File: src/rtl/sym_err_meas.sv
// rtl/sym_err_meas.sv - multi-channel symbol error counter with delayed-reference compare and window FSM
module sym_err_meas #(
    parameter int NUM_CH    = 2,
    parameter int SYM_W     = 2,
    parameter int MAX_DELAY = 8,
    parameter int DLY_W     = 3,
    parameter int CNT_W     = 22
) (
    input  logic                      sys_clk,
    input  logic                      reset,
    input  logic                      sym_clk_en,
    input  logic                      clr_acc,
    input  logic [NUM_CH*SYM_W-1:0]   ref_sym,
    input  logic [NUM_CH*SYM_W-1:0]   slice,
    input  logic [DLY_W-1:0]          delay_sel,
    input  logic                      start,
    input  logic                      cont_mode,
    output logic [NUM_CH-1:0]         sym_err,
    output logic [NUM_CH*CNT_W-1:0]   err_cnt,
    output logic [CNT_W-1:0]          sym_cnt,
    output logic                      overflow,
    output logic                      result_valid,
    output logic                      busy
);

    typedef enum logic [1:0] {ST_IDLE, ST_ARM, ST_MEAS} state_t;

    localparam logic [CNT_W-1:0] CNT_MAX  = '1;
    localparam logic [DLY_W:0]   MAXD     = (DLY_W+1)'(MAX_DELAY);
    localparam logic [DLY_W-1:0] LAST_TAP = DLY_W'(MAX_DELAY - 1);

    state_t             state_q, state_d;
    logic [SYM_W-1:0]   tap_q [NUM_CH][MAX_DELAY];
    logic [DLY_W-1:0]   sel_eff;
    logic [DLY_W-1:0]   dly_q;
    logic               dly_chg;
    logic               sym_bnd;
    logic [NUM_CH-1:0]  mismatch;
    logic [NUM_CH-1:0]  sym_err_q;

    logic [CNT_W-1:0]   werr_q [NUM_CH];
    logic [CNT_W-1:0]   err_nxt [NUM_CH];
    logic [CNT_W-1:0]   wsym_q, sym_nxt;
    logic               wovf_q, ovf_nxt, err_sat_any;

    logic [NUM_CH*CNT_W-1:0] err_cnt_q;
    logic [CNT_W-1:0]        sym_cnt_q;
    logic                    ovf_q, rv_q;

    logic               arm_go, close_evt, count_evt, clr_work;

    assign sel_eff = ({1'b0, delay_sel} >= MAXD) ? LAST_TAP : delay_sel;
    assign dly_chg = (delay_sel != dly_q);
    assign sym_bnd = sym_clk_en & clr_acc;

    // Tap k holds the reference captured k+1 enables ago
    always_ff @(posedge sys_clk or negedge reset) begin
        if (!reset) begin
            for (int c = 0; c < NUM_CH; c++)
                for (int k = 0; k < MAX_DELAY; k++)
                    tap_q[c][k] <= '0;
            sym_err_q <= '0;
            dly_q     <= '0;
        end else begin
            dly_q <= delay_sel;
            if (sym_clk_en) begin
                sym_err_q <= mismatch;
                for (int c = 0; c < NUM_CH; c++) begin
                    tap_q[c][0] <= ref_sym[c*SYM_W +: SYM_W];
                    for (int k = 1; k < MAX_DELAY; k++)
                        tap_q[c][k] <= tap_q[c][k-1];
                end
            end
        end
    end

    always_comb begin
        err_sat_any = 1'b0;
        mismatch    = '0;
        for (int c = 0; c < NUM_CH; c++) begin
            mismatch[c] = (tap_q[c][sel_eff] != slice[c*SYM_W +: SYM_W]);
            if (mismatch[c] && (werr_q[c] == CNT_MAX))
                err_sat_any = 1'b1;
            err_nxt[c] = (mismatch[c] && (werr_q[c] != CNT_MAX)) ? werr_q[c] + CNT_W'(1) : werr_q[c];
        end
        sym_nxt = (wsym_q != CNT_MAX) ? wsym_q + CNT_W'(1) : wsym_q;
        ovf_nxt = wovf_q | err_sat_any | (wsym_q == CNT_MAX);
    end

    always_ff @(posedge sys_clk or negedge reset) begin
        if (!reset) state_q <= ST_IDLE;
        else        state_q <= state_d;
    end

    always_comb begin
        state_d = state_q;
        case (state_q)
            ST_IDLE: if (start || cont_mode) state_d = ST_ARM;
            ST_ARM:  if (!dly_chg && sym_bnd) state_d = ST_MEAS;
            ST_MEAS: begin
                if (dly_chg)      state_d = ST_ARM;
                else if (sym_bnd) state_d = cont_mode ? ST_MEAS : ST_IDLE;
            end
            default: state_d = ST_IDLE;
        endcase
    end

    always_comb begin
        busy      = (state_q != ST_IDLE);
        arm_go    = (state_q == ST_ARM)  && !dly_chg && sym_bnd;
        close_evt = (state_q == ST_MEAS) && !dly_chg && sym_bnd;
        count_evt = (state_q == ST_MEAS) && !dly_chg && sym_clk_en && !clr_acc;
        clr_work  = arm_go || close_evt || (busy && dly_chg);
    end

    // Closing boundary symbol is folded into the latched totals
    always_ff @(posedge sys_clk or negedge reset) begin
        if (!reset) begin
            for (int c = 0; c < NUM_CH; c++) werr_q[c] <= '0;
            wsym_q    <= '0;
            wovf_q    <= 1'b0;
            err_cnt_q <= '0;
            sym_cnt_q <= '0;
            ovf_q     <= 1'b0;
            rv_q      <= 1'b0;
        end else begin
            rv_q <= close_evt;
            if (clr_work) begin
                for (int c = 0; c < NUM_CH; c++) werr_q[c] <= '0;
                wsym_q <= '0;
                wovf_q <= 1'b0;
            end else if (count_evt) begin
                for (int c = 0; c < NUM_CH; c++) werr_q[c] <= err_nxt[c];
                wsym_q <= sym_nxt;
                wovf_q <= ovf_nxt;
            end
            if (close_evt) begin
                for (int c = 0; c < NUM_CH; c++) err_cnt_q[c*CNT_W +: CNT_W] <= err_nxt[c];
                sym_cnt_q <= sym_nxt;
                ovf_q     <= ovf_nxt;
            end
        end
    end

    assign sym_err      = sym_err_q;
    assign err_cnt      = err_cnt_q;
    assign sym_cnt      = sym_cnt_q;
    assign overflow     = ovf_q;
    assign result_valid = rv_q;

endmodule

File: config.mk
export PLATFORM = sky130hd
export DESIGN_NAME = sym_err_meas
export DESIGN_NICKNAME = d
export VERILOG_FILES = /design/src/rtl/sym_err_meas.sv
export SDC_FILE = /design/constraint.sdc
export NUM_CORES = 1
export LEC_CHECK = 0
export BUFFER_PORTS_ARGS = -buffer_cell sky130_fd_sc_hd__buf_2
export CAP_MARGIN = 40
export CORE_MARGIN = 5
export CORE_UTILIZATION = 50
export CTS_CLUSTER_DIAMETER = 60
export DETAILED_ROUTE_END_ITERATION = 8
export HOLD_SLACK_MARGIN = 0.02
export PLACE_DENSITY = 0.72
export REMOVE_ABC_BUFFERS = 1
export SYNTH_ARGS = -nofsm -noshare
export SYNTH_HDL_FRONTEND = slang
export SYNTH_SLANG_ARGS = --single-unit
File: constraint.sdc
create_clock -name sys_clk -period 6 [get_ports sys_clk]
set_clock_uncertainty 0.1 [all_clocks]
set_input_delay 1.2 -clock sys_clk [delete_from_list [all_inputs] [get_ports sys_clk]]
set_output_delay 1.2 -clock sys_clk [all_outputs]
set_load 0.005 [all_outputs]
==> impl_results.md <==
* Fin. Hold Viols at 0
* P_int at 1.93 mW
* Core Footprint at ~0.018 sq mm
* Row cnt at 49
* Clock latency at the later pin of the worst-skew pair at 440 ps
* Non-filler cells, final at around 1200
* Post-Route Setup TNS at 0 ps
* Post-CTS Setup Bufs at 0
* Post-synthesis cell area at 0.00907 sq mm
* Synth cell types at a little under 70
* Root buffer cell: clkbuf_16
* Pins Over Slew Limit at 0
* Inst Count DP at 1164
* Share of the synthesized area in the top cell type at between 40 and 50%
* Finish-stage setup viols at 0
* Via-per-instance ratio at ~5.9
* Sequential Power Share at approximately 48%
* Fin util at around 57%
* Synth Area per Inst at 10.1 sq um
* Worst setup path start: delay_sel[0]
* RSZ-0062 raised after global routing: no
* Clock Sink Count at 174
* R2r endpoint: err_cnt[6]$_DFFE_PN0P_
* Max Root-Sink Buffers at 2
* Final HPWL DP at about 13000 microns
* Vias at 7003
* PortBufs at 87
* CTS tree: built
* Lkg Pwr at approximately 4.3 nW
* CP endpoint: err_cnt[6]$_DFFE_PN0P_
* VDD IR max at approximately 0.23 mV
* Final layout net count at between 900 and 1000
* Die Y at 145 microns
* Reg-to-Reg Start: dly_q[0]$_DFF_PN0_
* Vias in the first global route at approximately 6800
* Clock share of power at a little under two fifths
* Detailed Routing Iterations Pass 1 at 5
* Die area at approximately 0.021 sq mm
* Fmax at around 270 MHz
* Seq/Total Area, Yosys at between 40% and 50%
* # IOs at 88
* Switching Fraction at between 20% and 30%
* Slew HR at a little over two fifths
* Synth Instances at just under 900
* WL/cell at 16.8 microns
* H-tree depth at 4
* GPL Wtd Cong at slightly below 0.9
* Initial drt markers at ~550
* Crit path kind: primary input to flop
* Fillers at between 1500 and 2000
* Power per Cell Area at 265 mW/mm^2
* Design Power at 2.71 mW
* Synthesis Warnings at 0
* Switch Pwr at 0.783 mW
* R2r setup slk at ~3100 ps
* Max Cap Viol at 0
* Synth Register Bits at ~170
* Area added between synthesis and finish at 12.6%
* Outcome: complete, no violations
* Clock-pin slew on the worst setup and hold paths at roughly 60 ps
* Diode count at 0
* Overall routing resource usage at approximately a fifth
* Grt ovf at 0
* Reg2Reg Depth at 8
* Primary FF master, synth: dfrtp_1
* CP startpoint kind: primary input
* PostCTS Resize Cnt at 0
* Post-Route WL at 20100 microns
* CP Max Fanout at 64
* Initial antenna violation count at 0
* Antenna viol nets, final at 0
* Logic pwr share at 14.8%
* Fin crit period at 3640 ps
* Number of buffers created by CTS at 17
* Initial Util at around half
* Share of layout cells above drive strength 1 at between 20% and 30%
* Worst-margin pin slew at approximately 840 ps
* Ys async rst share at 100%
* Die width at between 100 and 150 microns
* Hold_buf cts at 0
* DRC Markers at 0
* Required @ worst endpoint at slightly above 6000 ps
* EDFF count, synth at 0
* Global-route wire length before repair at around 34000 microns
* Crit path DAT at 3860 ps
* Min-delay worst type: flop to flop
* Multi-input logic area at approximately 0.0044 sq mm
* CP endpoint kind: flop
* Dominant cell type by area after synthesis: dfrtp_1
* Period utilization at about three fifths
* Reg area at 0.00435 sq mm
* Synth area leaders: dfrtp_1, nand2_1, o21ai_0, xnor2_1, mux2_2
* Largest net degree at the start of global routing at between 80 and 90
## cell usage in the layout (no fill, tap or decap), drive strengths merged, types with 6 or more instances in the layout
master / n
a31oi: 29
nand2: 114
dfrtp: 174
mux2: 33
mux2i: 17
xor2: 16
and4: 12
and3: 6
inv: 17
o21ai: 100
nand3: 30
or3: 9
xnor2: 43
buf: 100
nand4: 18
nor3: 8
clkbuf: 19
clkinv: 7
a211oi: 22
a21o: 13
nor4: 11
o41ai: 9
o31ai: 14
nor2: 26
o311ai: 18
a21oi: 36
and2: 10
## cells by family after synthesis
group                    count (synthesis)  synth area share, %
AO/OA/AOI/OAI                          270                 20.3
XOR/XNOR                                59                 6.07
adder cells (fa/ha/maj)                  3                0.414
buffers and inverters                   74                 3.93
flip-flops                             174                 48.0
multiplexers                            54                 6.96
AND/OR/NAND/NOR                        261                 14.3
## layer usage
| metal | track usage [%] | up-vias | share of wire (%) |
|---|---|---|---|
| li1 | - | 3425 | - |
| met1 | 28.1 | 3398 | 47 |
| met2 | 31.7 | 164 | 46 |
| met3 | 5.52 | 16 | 5.5 |
| met4 | 4.61 | 0 | 1.0 |
| met5 | 0 | - | 0 |
## worst max-delay path: stages
cell,delay (ps)
buf_2,350
xor2_1,220
or3_1,340
or2_4,380
buf_12,280
clkinv_1,530
nand2_1,210
a21oi_1,50
a211o_1,280
## state kept, by name (all words and copies together), names as in the netlist
register,cells
sym_cnt,22
state_q,2
dly_q,3
sym_err,2
err_cnt,44
overflow,1
tap_q,32
werr_q,44
wsym_q,22
result_valid,1
wovf_q,1
## power by group through the flow
stage	Sequential, mW	Combinational [mW]	Clock [mW]
after global routing	1.30	0.439	1.09
after floorplan	1.29	0.256	0
after detailed placement	1.31	0.403	0
final	1.29	0.401	1.02
after global placement	1.31	0.380	0
after CTS	1.29	0.403	1.04
## Yosys cell counts (4+ instances only)
cell / instances
inv_1: 13
mux2i_1: 17
buf_1: 7
and4_1: 12
a21o_1: 11
dfrtp_1: 174
o31ai_1: 14
nor4_1: 10
o41ai_1: 9
and2_1: 8
clkbuf_1: 34
nand2_1: 113
xnor2_1: 43
xor2_1: 13
o311ai_0: 7
and3_1: 6
nand3_1: 30
mux4_2: 4
buf_2: 11
a211oi_1: 12
o21ai_0: 76
nand2b_1: 4
a31oi_1: 29
or3_1: 9
o21ai_1: 24
o311ai_1: 11
buf_6: 6
mux2_2: 33
a21oi_1: 34
nor2_1: 26
nor3_1: 8
nand4_1: 18
a211oi_2: 10
## worst min-delay path by stage
stage	from	to	cells past startpoint
after detailed placement	sym_cnt[8]$_DFFE_PN0P_	sym_cnt[8]$_DFFE_PN0P_	2
after global routing	sym_cnt[18]$_DFFE_PN0P_	sym_cnt[18]$_DFFE_PN0P_	2
after floorplan	werr_q[10]$_DFFE_PN0P_	werr_q[10]$_DFFE_PN0P_	1
final	sym_cnt[0]$_DFFE_PN0P_	sym_cnt[0]$_DFFE_PN0P_	2
after global placement	err_cnt[20]$_DFFE_PN0P_	err_cnt[20]$_DFFE_PN0P_	2
after CTS	sym_cnt[6]$_DFFE_PN0P_	sym_cnt[6]$_DFFE_PN0P_	2
## final cells by class
cell class	instances	share of cell area, %
clock inverters	12	0.857
multi-input cells	647	43.0
well taps	229	2.80
repair buffers	100	5.87
inverters	14	0.514
clock buffers	19	4.33
flip-flops and latches	174	42.6
## metrics by stage
step	area (sq um)	setup WS [ps]	hold slack [ps]
after detailed placement	9690	1860	365
after CTS	10200	2320	380
final	10200	2360	372
after global placement	9600	1520	357
after global routing	10200	2120	396
after floorplan	8770	671	369
Note: power is estimated with default switching activity, not from simulation.
